## src/rtl/dmem_port_arbiter.sv

```systemverilog
// Arbitrates BRAM port 2 between the core LSU (r0) and the loader (r1): round-robin,
// r1 burst lock with an r0 starvation guard, registered-read response routing.
module dmem_port_arbiter #(
  parameter int DATA_WIDTH = 32,
  parameter int ADDR_WIDTH = 8,
  parameter int STARVE_MAX = 8
) (
  input  logic                  clock,
  input  logic                  reset,
  input  logic                  r0_req,
  input  logic                  r0_we,
  input  logic [ADDR_WIDTH-1:0] r0_addr,
  input  logic [DATA_WIDTH-1:0] r0_wdata,
  output logic                  r0_gnt,
  output logic                  r0_rvalid,
  output logic [DATA_WIDTH-1:0] r0_rdata,
  input  logic                  r1_req,
  input  logic                  r1_we,
  input  logic [ADDR_WIDTH-1:0] r1_addr,
  input  logic [DATA_WIDTH-1:0] r1_wdata,
  input  logic                  r1_lock,
  output logic                  r1_gnt,
  output logic                  r1_rvalid,
  output logic [DATA_WIDTH-1:0] r1_rdata,
  output logic                  mem_we,
  output logic [ADDR_WIDTH-1:0] mem_addr,
  output logic [DATA_WIDTH-1:0] mem_wdata,
  input  logic [DATA_WIDTH-1:0] mem_rdata
);

  localparam int CW = $clog2(STARVE_MAX + 1);
  localparam logic [CW-1:0] CNT_MAX = CW'(STARVE_MAX);

  typedef enum logic {ARB, LOCK1} state_t;

  state_t        state, state_nxt;
  logic          last_r1;          // 1: r1 won most recently, so r0 is favoured next
  logic [CW-1:0] starve_cnt, starve_nxt;
  logic          gnt0, gnt1;

  always_comb begin
    gnt0       = 1'b0;
    gnt1       = 1'b0;
    state_nxt  = state;
    starve_nxt = starve_cnt;
    case (state)
      ARB: begin
        starve_nxt = '0;
        if (r0_req && r1_req) begin
          gnt0 = last_r1;
          gnt1 = ~last_r1;
        end else begin
          gnt0 = r0_req;
          gnt1 = r1_req;
        end
        if (gnt1 && r1_lock) state_nxt = LOCK1;
      end
      LOCK1: begin
        // Starvation guard overrides the lock for exactly one cycle.
        if (r0_req && starve_cnt == CNT_MAX) gnt0 = 1'b1;
        else if (r1_req)                     gnt1 = 1'b1;
        if (!r0_req || gnt0)          starve_nxt = '0;
        else if (starve_cnt != CNT_MAX) starve_nxt = starve_cnt + 1'b1;
        if (!r1_lock) state_nxt = ARB;
      end
      default: state_nxt = ARB;
    endcase
    if (!reset) begin
      gnt0 = 1'b0;
      gnt1 = 1'b0;
    end
  end

  assign r0_gnt    = gnt0;
  assign r1_gnt    = gnt1;
  assign mem_we    = (gnt0 & r0_we) | (gnt1 & r1_we);
  assign mem_addr  = gnt0 ? r0_addr  : (gnt1 ? r1_addr  : '0);
  assign mem_wdata = gnt0 ? r0_wdata : (gnt1 ? r1_wdata : '0);

  always_ff @(posedge clock or negedge reset) begin
    if (!reset) begin
      state      <= ARB;
      last_r1    <= 1'b1;
      starve_cnt <= '0;
      r0_rvalid  <= 1'b0;
      r1_rvalid  <= 1'b0;
    end else begin
      state      <= state_nxt;
      starve_cnt <= starve_nxt;
      if (gnt0)      last_r1 <= 1'b0;
      else if (gnt1) last_r1 <= 1'b1;
      // BRAM read data arrives one cycle after the address; tag it with its owner.
      r0_rvalid  <= gnt0 & ~r0_we;
      r1_rvalid  <= gnt1 & ~r1_we;
    end
  end

  assign r0_rdata = r0_rvalid ? mem_rdata : '0;
  assign r1_rdata = r1_rvalid ? mem_rdata : '0;

endmodule

```

## config.mk

```make
export PLATFORM = sky130hd
export DESIGN_NAME = dmem_port_arbiter
export DESIGN_NICKNAME = d
export VERILOG_FILES = /design/src/rtl/dmem_port_arbiter.sv
export SDC_FILE = /design/constraint.sdc
export NUM_CORES = 1
export LEC_CHECK = 0
export BUFFER_PORTS_ARGS = -buffer_cell sky130_fd_sc_hd__buf_2
export CAP_MARGIN = 40
export CORE_AREA = 5 5 86 88
export DETAILED_ROUTE_END_ITERATION = 12
export DIE_AREA = 0 0 91 93
export GPL_TIMING_DRIVEN = 0
export PLACE_DENSITY = 0.65
export SLEW_MARGIN = 20
export SYNTH_ARGS = -nofsm -noshare
export SYNTH_HDL_FRONTEND = slang
export SYNTH_SLANG_ARGS = --single-unit
export TNS_END_PERCENT = 100
```

## constraint.sdc

```tcl
create_clock -name clock -period 2.75 [get_ports clock]
set_input_delay 0.275 -clock clock [delete_from_list [all_inputs] [get_ports clock]]
set_output_delay 0.275 -clock clock [all_outputs]
set_load 0.005 [all_outputs]
```

==> flow_summary.toml <==
[sta]
report.final.slew_viol_count = 0
achievable-frequency_mhz = 408
rsz0062_at_grt = "no"
fin_hold_ws_ns = 0.221
maxSlewHeadroom_pct = 70.2
tns_ns = 0
finClkSkew_ns = 0.00464
worstMarginPinSlew_ns = 0.446
period_share_pct = 89.2
finalSetupViolations = 0
fin_crit_ns = 2.45
hold_viol = 0

[layout]
antennaDiodeCount = 0
drive_above_1_share_pct = 62.0
final_common_cell = "buf_2"
area_growth_syn_to_layout_pct = 97.5
fillers = 691
final_cell_mix = "buf_2 (232), and2_1 (67), a32o_1 (41), clkbuf_1 (11), dfrtp_1 (7)"
num-nets-final = 514
post-route-util_pct = 39.8

[synth]
ys_warn_count = 0
synth-seq-cells = 8
syn_nets = 281
syn_area_um2 = 1330
yosysUniqueCellTypes = 23
ys_seq_area_share_pct = 15.2
syn_area_per_cell_um2 = 8.28
syn-instance-count = 160

[drt]
vias = 2201
viasPerCell = 4.66
drt_iter0_drc = 63
ant_nets = 0
finalWirelength_mm = 7.15
wire_per_inst_um = 15.2
drt_first_pass_iters = 4
drc = 0

[cts]
postCtsSetupBuffers = 0
htree_num_levels = 1
cts.sinks = 8
clock_path_buffers = 2
clk_pin_slew_ns = 0.04
cts_tree = "built"
root_buffer = "clkbuf_8"
numCtsBuffers = 3
clk_latency_ns = 0.23

[worst_setup_path]
end_kind = "primary output"
crit_path_max_fanout = 10
crit_buf_inv = 6
critPathMostFrequentCell = "buf_2"
startpoint_type = "input port"
arrival_ns = 2.18
max_stage_delay_ns = 0.52
path_class = "input port to primary output"
cp_top_family = "buffers and inverters"
required_ns = 2.48
slowest_stage = "dlygate4sd3_1"
crit_chain = "dlygate4sd3_1, buf_2, buf_2, and2_1, o221a_1, buf_6, buf_6, a32o_1, buf_2"

[die]
ioPinCount = 228
core_area_um2 = 6570
die_h_um = 93
die_x_um = 91
start_util_pct = 20.2
design.die.area_um2 = 8460
row_count = 30

[place]
gp_congestion = 0.774
hpwl_mm = 6.30
io_buffers = 227

[power]
pwr-share-comb_pct = 54.0
switching_share_pct = 32.8
clkPwrFrac_pct = 24.0
vdd_drop_max_v = 0.000176
p_switching_mw = 0.199
power_per_cell_area_nw_per_um2 = 232
fin_total_pwr_mw = 0.606
seq_power_share_pct = 22.1
p_int_mw = 0.407
power.leakage_nw = 1.60

[global_route]
grt_overflow = 0
grt_max_degree = 11
grt_pass1_wl_mm = 10.8
antenna_found_initial = 0
grt_usage_pct = 15.1
grt_pass1_vias = 2225

[run]
max-cap-violations = 0

[worst_hold_path]
hp-class = "input port to flop"

[status]
status = "finished, final reports clean"
per-stage QoR:
stage          area (µm²)  std cells  setup WS, ns
2_1_floorplan        1330        160          1.05
3_3_place_gp         2560        467         0.735
3_5_place_dp         2560        467         0.737
4_1_cts              2620        472         0.259
5_1_grt              2620        472         0.159
6_report             2620        472         0.297
final timing paths:
kind | from | depth (start not counted) | slack, ns | end
max reg2reg | starve_cnt[0] | 6 | 1.10 | r0_rvalid
min in group asynchronous | reset | 2 | 0.43 | starve_cnt[0]
max in group asynchronous | reset | 2 | 2.07 | last_r1
min | r1_we | 2 | 0.22 | r1_rvalid
max | reset | 9 | 0.30 | mem_wdata[28]
min reg2reg | starve_cnt[0] | 1 | 0.49 | starve_cnt[0]
final cells by class:
| cell class | count | area (µm²) | area share [%] |
|---|---|---|---|
| Inverter | 2 | 7.51 | 0.287 |
| Timing Repair Buffer | 228 | 1150 | 43.8 |
| Sequential cell | 8 | 201 | 7.70 |
| Buffer | 20 | 119 | 4.54 |
| Tap cell | 80 | 100 | 3.83 |
| Multi-Input combinational cell | 130 | 997 | 38.1 |
| Clock buffer | 4 | 45.0 | 1.72 |
layer usage:
metal / track usage, % / wire, µm / vias up
met5: 0 / 0 / -
met3: 5.63 / 943 / 8
met4: 4.03 / 121 / 0
met2: 28.4 / 3640 / 164
met1: 15.6 / 2450 / 964
li1: - / - / 1065
sequential cells by signal, summed over array words and instances (netlist names):
signal and cells:
r1_rvalid 1, r0_rvalid 1, last_r1 1, starve_cnt 4, state 1
cell usage after synthesis:
cell,n,area (µm²)
nand3b_4,1,20.0
and2_1,67,419
ha_1,2,25.0
nor2b_1,3,18.8
buf_6,5,56.3
a2bb2oi_1,1,8.76
inv_1,2,7.51
o221a_1,1,11.3
nand2_1,3,11.3
dfrtp_1,7,175
a32o_1,41,410
and3_1,1,6.26
o22ai_2,1,12.5
buf_2,5,25.0
and3b_1,1,8.76
nor2_1,3,11.3
nand2b_1,1,6.26
dfstp_2,1,26.3
a21oi_1,1,5.00
nand3_1,1,5.00
xnor2_1,1,8.76
xor2_1,1,8.76
clkbuf_1,10,37.5
repair_timing:
item | 4_1_cts | 5_1_grt
gates resized for setup | 0 | 0
hold endpoints to repair | 7 | 0
hold buffers | 1 | 0
endpoints found under the setup margin | 0 | 0
power groups by stage:
stage	registers, mW	clock network, mW	logic (mW)
after CTS	0.134	0.151	0.332
after global placement	0.135	0	0.326
after floorplan	0.133	0	0.144
after detailed placement	0.135	0	0.330
final	0.134	0.145	0.327
after global routing	0.135	0.157	0.363
kinds of logic after synthesis:
logic type | after synthesis | synth area share [%]
simple gates | 81 | 38.2
flops | 8 | 15.2
buf+inv | 22 | 9.54
xor+xnor | 2 | 1.32
fa+ha+maj | 2 | 1.89
compound gates | 45 | 33.8
Note: power is estimated with default switching activity, not from simulation.
